$ cat src/rtl/div_ctrl_pkg.sv
// rtl/div_ctrl_pkg.sv - shared divider controller types and result layout constants
package div_ctrl_pkg;

  localparam logic [1:0] S_IDLE    = 2'd0;
  localparam logic [1:0] S_RUN     = 2'd1;
  localparam logic [1:0] S_DRAIN   = 2'd2;
  localparam logic [1:0] S_RELEASE = 2'd3;

  typedef enum logic [1:0] {
    ST_IDLE    = S_IDLE,
    ST_RUN     = S_RUN,
    ST_DRAIN   = S_DRAIN,
    ST_RELEASE = S_RELEASE
  } div_state_t;

  localparam int REQ_ID_W = 1;
  localparam int REM_MSB  = 63;
  localparam int REM_LSB  = 32;
  localparam int QUO_MSB  = 31;
  localparam int RES_W    = REM_MSB + 1;
  localparam int OP_W     = QUO_MSB + 1;

endpackage

$ cat src/rtl/div_rr_arb2.sv
// rtl/div_rr_arb2.sv - two-way round-robin grant with pointer update on advance
module div_rr_arb2 (
  input  logic [1:0] valid,
  input  logic       ptr,
  input  logic       advance,
  output logic [1:0] grant,
  output logic       next_ptr
);

  always_comb begin
    grant    = valid;
    next_ptr = ptr;
    if (valid == 2'b11) begin
      grant = ptr ? 2'b10 : 2'b01;
    end
    // the pointer moves to whichever requester did not win
    if (advance && (|grant)) begin
      next_ptr = ~grant[1];
    end
  end

endmodule

$ cat src/rtl/div_share_ctrl.sv
// rtl/div_share_ctrl.sv - arbitrates and sequences one shared iterative divider between two requesters
module div_share_ctrl
  import div_ctrl_pkg::*;
#(
  parameter int WDOG_CYCLES = 63,
  parameter int CNT_W       = 6
) (
  input  logic             clk,
  input  logic             rst,
  input  logic             req0_valid,
  input  logic             req0_signed,
  input  logic [OP_W-1:0]  req0_op1,
  input  logic [OP_W-1:0]  req0_op2,
  input  logic             req0_cancel,
  output logic             req0_ready,
  output logic             rsp0_valid,
  output logic [RES_W-1:0] rsp0_result,
  output logic             rsp0_dbz,
  output logic             rsp0_err,
  input  logic             req1_valid,
  input  logic             req1_signed,
  input  logic [OP_W-1:0]  req1_op1,
  input  logic [OP_W-1:0]  req1_op2,
  input  logic             req1_cancel,
  output logic             req1_ready,
  output logic             rsp1_valid,
  output logic [RES_W-1:0] rsp1_result,
  output logic             rsp1_dbz,
  output logic             rsp1_err,
  output logic             div_start_o,
  output logic             div_signed_o,
  output logic [OP_W-1:0]  div_op1_o,
  output logic [OP_W-1:0]  div_op2_o,
  input  logic             div_ready_i,
  input  logic [RES_W-1:0] div_result_i,
  output logic             busy_o
);

  div_state_t          state, state_nxt;
  logic                rr_ptr, rr_next;
  logic [1:0]          arb_valid, grant;
  logic                accept, rsp_fire, rsp_err_nxt, cancel_own, wdog_hit;
  logic [REQ_ID_W-1:0] owner_q;
  logic                signed_q, dbz_q;
  logic [OP_W-1:0]     op1_q, op2_q;
  logic [CNT_W-1:0]    wdog;

  assign arb_valid = (state == ST_IDLE) ? {req1_valid, req0_valid} : 2'b00;

  div_rr_arb2 u_arb (
    .valid    (arb_valid),
    .ptr      (rr_ptr),
    .advance  (accept),
    .grant    (grant),
    .next_ptr (rr_next)
  );

  assign req0_ready   = grant[0];
  assign req1_ready   = grant[1];
  assign div_start_o  = (state == ST_RUN) || (state == ST_DRAIN);
  assign div_signed_o = signed_q;
  assign div_op1_o    = op1_q;
  assign div_op2_o    = op2_q;
  assign busy_o       = (state != ST_IDLE);

  always_comb begin
    state_nxt   = state;
    accept      = |grant;
    rsp_fire    = 1'b0;
    rsp_err_nxt = 1'b0;
    cancel_own  = owner_q[0] ? req1_cancel : req0_cancel;
    wdog_hit    = (wdog == CNT_W'(WDOG_CYCLES));
    case (state)
      ST_IDLE: begin
        if (accept) state_nxt = ST_RUN;
      end
      ST_RUN: begin
        // a cancelled op never responds, even if the divider finishes in the same cycle
        if (cancel_own) begin
          state_nxt = div_ready_i ? ST_RELEASE : ST_DRAIN;
        end else if (div_ready_i) begin
          rsp_fire  = 1'b1;
          state_nxt = ST_RELEASE;
        end else if (wdog_hit) begin
          rsp_fire    = 1'b1;
          rsp_err_nxt = 1'b1;
          state_nxt   = ST_RELEASE;
        end
      end
      ST_DRAIN: begin
        if (div_ready_i || wdog_hit) state_nxt = ST_RELEASE;
      end
      default: state_nxt = ST_IDLE;
    endcase
  end

  always_ff @(posedge clk or negedge rst) begin
    if (!rst) begin
      state       <= ST_IDLE;
      rr_ptr      <= 1'b0;
      owner_q     <= '0;
      signed_q    <= 1'b0;
      op1_q       <= '0;
      op2_q       <= '0;
      dbz_q       <= 1'b0;
      wdog        <= '0;
      rsp0_valid  <= 1'b0;
      rsp0_result <= '0;
      rsp0_dbz    <= 1'b0;
      rsp0_err    <= 1'b0;
      rsp1_valid  <= 1'b0;
      rsp1_result <= '0;
      rsp1_dbz    <= 1'b0;
      rsp1_err    <= 1'b0;
    end else begin
      state      <= state_nxt;
      rsp0_valid <= rsp_fire && !owner_q[0];
      rsp1_valid <= rsp_fire && owner_q[0];
      if (accept) begin
        rr_ptr   <= rr_next;
        owner_q  <= REQ_ID_W'(grant[1]);
        signed_q <= grant[1] ? req1_signed : req0_signed;
        op1_q    <= grant[1] ? req1_op1 : req0_op1;
        op2_q    <= grant[1] ? req1_op2 : req0_op2;
        dbz_q    <= grant[1] ? (req1_op2 == '0) : (req0_op2 == '0);
        wdog     <= '0;
      end else if (div_start_o) begin
        wdog <= wdog + CNT_W'(1);
      end
      if (rsp_fire && !owner_q[0]) begin
        rsp0_result <= rsp_err_nxt ? '0 : div_result_i;
        rsp0_dbz    <= dbz_q;
        rsp0_err    <= rsp_err_nxt;
      end
      if (rsp_fire && owner_q[0]) begin
        rsp1_result <= rsp_err_nxt ? '0 : div_result_i;
        rsp1_dbz    <= dbz_q;
        rsp1_err    <= rsp_err_nxt;
      end
    end
  end

endmodule

$ cat config.mk
export PLATFORM = sky130hd
export DESIGN_NAME = div_share_ctrl
export DESIGN_NICKNAME = d
export VERILOG_FILES = /design/src/rtl/div_ctrl_pkg.sv /design/src/rtl/div_rr_arb2.sv /design/src/rtl/div_share_ctrl.sv
export SDC_FILE = /design/constraint.sdc
export NUM_CORES = 1
export LEC_CHECK = 0
export BUFFER_PORTS_ARGS = -buffer_cell sky130_fd_sc_hd__buf_2
export CORE_MARGIN = 2
export CORE_UTILIZATION = 40
export CTS_BUF_LIST = sky130_fd_sc_hd__clkbuf_16
export DETAILED_ROUTE_END_ITERATION = 6
export PLACE_DENSITY = 0.71
export SETUP_SLACK_MARGIN = 0.4
export SLEW_MARGIN = 20
export SYNTH_ARGS = -nofsm -noshare
export SYNTH_HDL_FRONTEND = slang
export SYNTH_HIERARCHICAL = 1
export SYNTH_SLANG_ARGS = --single-unit
$ cat constraint.sdc
create_clock -name clk -period 2.3 [get_ports clk]
set_clock_uncertainty 0.2 [all_clocks]
set_input_delay 0.23 -clock clk [delete_from_list [all_inputs] [get_ports clk]]
set_output_delay 0.23 -clock clk [all_outputs]
set_load 0.005 [all_outputs]
### Word level (Yosys, flattened, before mapping)

Cells that the tools add are included.

* register bits after elaboration: 210
* bits of input ports: 201
* logic and storage cells: 62

* add/subtract/negate cells: 1
* eq/ne operators: 7
* mux-type cells: 25
* bitwise operators: 1
* reductions and logical operators: 12

Operator list (number)
* $logic_not A32 Y1: 2
* $mux W32: 2
* $mux W64: 1
* $mux W2: 8
* $mux W6: 2
* $mux W1: 11
* $add A6 B1 Y6 const B: 1
* $eq A6 B6 Y1 const B: 1
* $pmux W2 S3: 1
* $eq A2 B2 Y1 const B: 2
* $ne A2 B1 Y1 const B: 2
* $ne A4 B4 Y1 const B: 1
* $reduce_bool A2 Y1: 2
* $reduce_and A3 Y1: 1
* $eq A2 B1 Y1 const B: 1
* $logic_and A1 B1 Y1: 2
* $logic_not A2 Y1: 1
* $logic_or A1 B1 Y1: 2
* $reduce_or A2 Y1: 1
* $logic_not A1 Y1: 1
* $not A1 Y1: 1

### Logic depth before layout (Yosys ltp)

* depth after elaboration: 7
* gate-level depth with buffers: 11
* depth with buffers taken out: 10

### By module

Netlist, hierarchy kept.

Modules (own cells, without submodules)
* div_share_ctrl: times used 1, cells each 945, area each 9454.1 um2
* div_rr_arb2: times used 1, cells each 5, area each 30.0 um2

### Worst setup path after synthesis

No wires, ideal clock.

* path kind: register -> register
* start point: reg state[0]
* end point: reg op2_q[30] (netlist: div_op2_o[30])
* arrival: 2.022 ns
* data required time: 1.975 ns
* slack: -0.047 ns
* stages on the path, launching flop included: 9
* cells stage by stage: dfrtp_1 inv_1 ha_1 and2_1 a21boi_1 clkbuf_1 clkbuf_1 buf_2 mux2_2

* cells in the longest elaborated chain, start to end: 5

Ends and longest elaborated chain
* start: declaration: line div_share_ctrl.sv:39 `div_state_t state, state_nxt;`
* start signal: assignment: line div_share_ctrl.sv:116 `state <= state_nxt;`
* $logic_not A2 Y1 (*): line div_share_ctrl.sv:48 `assign arb_valid = (state == ST_IDLE) ? {req1_valid, req0_valid} : 2'b00;`
* $mux W2 (*): line div_share_ctrl.sv:48
* net arb_valid[1]: line div_share_ctrl.sv:41 `logic [1:0] arb_valid, grant;`
* $eq A2 B2 Y1: line div_rr_arb2.sv:13 `if (valid == 2'b11) begin`
* $mux W2 (*): line div_rr_arb2.sv:13
* net req1_ready: line div_share_ctrl.sv:25 `output logic req1_ready,`
* $mux W32 or $reduce_or A2 Y1 (tied branches): line div_share_ctrl.sv:124, div_share_ctrl.sv:68
* end signal: assignment: line div_share_ctrl.sv:124 `op2_q <= grant[1] ? req1_op2 : req0_op2;`
* end: declaration: line div_share_ctrl.sv:45 `logic [OP_W-1:0] op1_q, op2_q;`

Mark *: on every way through the listed nets, which the timed path passes. The rest lies on a longest branch.
A chain may end at the register's enable or synchronous reset.

### Worst setup path after layout

* start point: reg state[0]
* end point: out req0_ready

* cells in the longest elaborated chain, start to end: 4

Ends and longest elaborated chain
* $logic_not A2 Y1 (*): line div_share_ctrl.sv:48
* $mux W2 (*): line div_share_ctrl.sv:48
* net arb_valid[0]: line div_share_ctrl.sv:41
* $eq A2 B2 Y1: line div_rr_arb2.sv:13
* $mux W2 (*): line div_rr_arb2.sv:13
* end: declaration: line div_share_ctrl.sv:15 `output logic req0_ready,`

Marked as above.

==> impl_metrics.csv <==
group,metric,value,unit
placed_design,dp_cells,1615,
cts,cts_tree,"built",
job,maxCapViolations,0,
placed_design,placement.io_buffers,403,
critical_path,startpoint_type,"flip-flop",
detailed_routing,ant_nets,0,
detailed_routing,dr.pass1.iters,7,
critical_path,worst_ep_arrival_time,1780,ps
pwr,leakage,7.857,nW
detailed_routing,drt_iter0_drc,859,
synth,synthDistinctLibCells,39,
global_route,grt_pass1_wl,60.60,mm
critical_path,r2r_cells,8,
synth,synth_top_family_by_area,"simple AND/OR/NAND/NOR gates",
placed_design,dpl-instance-area,0.01190,mm2
pwr,total_power,20.12,mW
floorplanning,fp.dieH,158.0,um
global_route,grt_pass1_vias,10740,
timing,fin_crit_sh,96.03,%
critical_path,worst-path-stages,6,
global_route,grt.busiest_layer,"met2",
global_route,grtUsageMet1,38.53,%
synth,syn_area,0.009484,mm2
cts,cts_root_buffer,"clkbuf_16",
floorplanning,dieArea,0.02496,mm2
critical_path,crit_path_start,"state[0]",
floorplanning,initial_core_util,40.53,%
layout,fillers,1538,
global_route,antenna_found_initial,4,
critical_path,worstSetupEndpointType,"output pin",
pwr,p_switching,7.597,mW
synth,yosys.area_share.xor_xnor,0.3694,%
timing,slew_violations,0,
timing,hold_viol,0,
layout,post-route-util,71.16,%
timing,slew_headroom,61.35,%
outcome,status,"complete, no violations",
timing,fin_setup_tns,0,ps
synth,syn_inst,950,
synth,yosysTopAreaCell,"dfrtp_1",
cts,clock_latency,510,ps
timing,tightest_slew,579.8,ps
detailed_routing,routed_wl,44.08,mm
timing,rsz0062_at_grt,"true",
synth,synth.net_count,1156,
detailed_routing,drc_errors,0,
floorplanning,dieWidth,158.0,um
pwr,power_density,1208,mW/mm2
critical_path,cp.required,1870,ps
timing,period_needed,2209,ps
synth,ys_top_cells_by_area,"dfrtp_1, o21ai_0, mux2i_1",
global_route,grt_remaining_overflow,0,
critical_path,slowest_stage,"dfrtp_1",
floorplanning,coreArea,0.02340,mm2
synth,synth_edf_count,0,
cts,cts_sinks,210,
worst_hold_path,hold_path_class,"in -> async",
detailed_routing,drt-vias-per-instance,5.600,
global_route,grt_use_met3,7.419,%
placed_design,place_ws,118.4,ps
pwr,p_comb_share,48.6,%
synth,synth_warnings,6,
synth,synth_mux_area_share,7.995,%
synth,synth_top_area_share,55.41,%
layout,layout.nets,1806,
cts,cts_buffers,23,
pwr,p_int,12.52,mW
synth,synthArstFlopShare,100.0,%
placed_design,gp_congestion,0.9450,
layout,layout.cells.non_filler,1936,
critical_path,crit_path_max_incr_delay,400,ps
critical_path,cp_top_family,"flip-flops",
floorplanning,row_count,56,
global_route,grt_max_degree,113,
synth,yosys.area_share.simple,15.42,%
cts,clkSlewWorstSetupHoldPaths,60,ps
floorplanning,ios,404,
critical_path,reg2reg_from,"state[0]",
synth,synth_seq_cells,210,
layout,drive_above_1_share,41.91,%
placed_design,dp_hpwl,20.89,mm
pwr,pwr-share-clk,18.3,%
layout,fin_area,0.01665,mm2
timing,fin_ws,91.29,ps
pwr,peakVddDrop,955.1,uV
synth,ys_seq_area_share,55.41,%
pwr,switching_share,37.77,%
critical_path,crit_fanout,3,
timing,hold_ws,54.76,ps
detailed_routing,vias,10840,
synth,synth_compound_gate_area_share,10.99,%
layout,syn2layout_area_growth,75.58,%
critical_path,path_class,"reg -> out",
pwr,p_seq_share,33.1,%
global_route,grtUsageTotal,31.40,%
cts,htree_levels,1,
critical_path,cp_num_buf_inv,3,
detailed_routing,wl_per_cell,22.77,um
synth,avgSynthCellArea,9.983,um2
synth,synth-main-ff-cell,"dfrtp_1",
timing,setup-violations-final,0,
synth,synthAdderAreaFrac,0.6596,%
cts,cts.path.max_buffers,3,
timing,fmax,452.8,MHz
global_route,use_met2,51.22,%
critical_path,crit_chain,"inv_2, ha_4, and2_4, a21boi_4, buf_12, buf_6",
-- kinds of logic (layout without fill, tap and decap cells) --
| group | after synthesis | in the layout |
|---|---|---|
| DFF | 210 | 210 |
| AOI/OAI and AO/OA | 205 | 205 |
| other | 0 | 4 |
| and+or+nand+nor | 238 | 238 |
| xor gates and xnor gates | 4 | 4 |
| buffers and inverters | 214 | 877 |
| muxes | 74 | 74 |
| adders and majority gates | 5 | 5 |
-- synthesized netlist by cell type (3+ instances only) --
cell type / instances
clkbuf_1: 54
a21oi_1: 5
nand4_1: 68
mux2_2: 4
nand3_1: 4
nor2_1: 7
ha_1: 5
nor4_1: 14
buf_2: 16
nand4b_1: 64
buf_1: 3
xor2_1: 3
buf_6: 5
o21ai_0: 164
mux2i_1: 66
nor3_1: 4
dfrtp_1: 210
nand2_1: 69
o21ai_1: 29
inv_1: 133
-- timing repair --
action / in CTS / in global routing
gates cloned: 18 / 17
setup endpoints to repair: 202 / 212
endpoints found under the hold margin: 403 / 0
buffers inserted: 35 / 13
pin swaps: 7 / 27
hold buffers: 196 / 0
gates resized for setup: 104 / 185
-- power groups by stage --
stage | Clock (mW) | Sequential (mW) | Combinational (mW)
after floorplan | 0 | 6.62 | 3.33
after global placement | 0 | 6.46 | 6.31
after detailed placement | 0 | 6.50 | 6.47
after CTS | 3.71 | 6.47 | 7.97
after global routing | 3.87 | 6.80 | 10.4
final | 3.69 | 6.65 | 9.77
-- sequential cells by signal, summed over array words and instances, names as in the netlist, 2 cells and up --
| signal | flops |
|---|---|
| div_op2_o | 32 |
| rsp1_result | 64 |
| state | 2 |
| div_op1_o | 32 |
| rsp0_result | 64 |
| wdog | 6 |
-- final cells by class --
| type | instances | area [um2] | share of cell area (%) |
|---|---|---|---|
| antenna | 4 | 10.01 | 0.06011 |
| inverter | 134 | 508.0 | 3.051 |
| clock inverter | 15 | 145.1 | 0.8716 |
| tap | 319 | 399.1 | 2.397 |
| timing repair buffer | 705 | 5856 | 35.16 |
| multi-input combinational | 526 | 3900 | 23.42 |
| sequential | 210 | 5259 | 31.58 |
| clock buffer | 23 | 575.6 | 3.456 |
-- layer usage --
metal  part of all wire, %  wire, um
met1                    38     16610
met3                   8.1      3584
met5                     0         0
met2                    48     21170
met4                   6.1      2710
-- final timing paths --
check / endpoint / slack (ps)
setup / recovery: req0_ready / 90
hold / removal: rsp1_result[38] / 50
setup reg to reg: div_op1_o[13] / 110
hold reg to reg: rsp0_err / 320
max in group asynchronous: owner_q / 1220
min in group clk: rr_ptr / 60
-- placed cells by master, fill, tap and decap left out, types with 4 or more instances in the layout --
cell type      Yosys  final
mux2_4             2      4
mux2_2             4      4
dlygate4sd3_1      0    196
o21ai_1           29     80
diode_2            0      4
clkbuf_16          0     36
o21ai_2            0     93
dfrtp_1          210    209
buf_6              5     19
buf_16             0     21
mux2i_2            0      7
clkinv_2           0      5
o21ai_4            0      5
o21ai_0          164     15
nand2_1           69     69
buf_12             0     21
nor4_1            14     13
buf_4              2     30
nand4b_1          64     64
nand4_1           68     68
a21oi_1            5      5
nor2_1             7      6
mux2i_1           66     59
buf_8              0      4
inv_1            133    133
buf_2             16    398
Power figures use the tool's default switching activity.
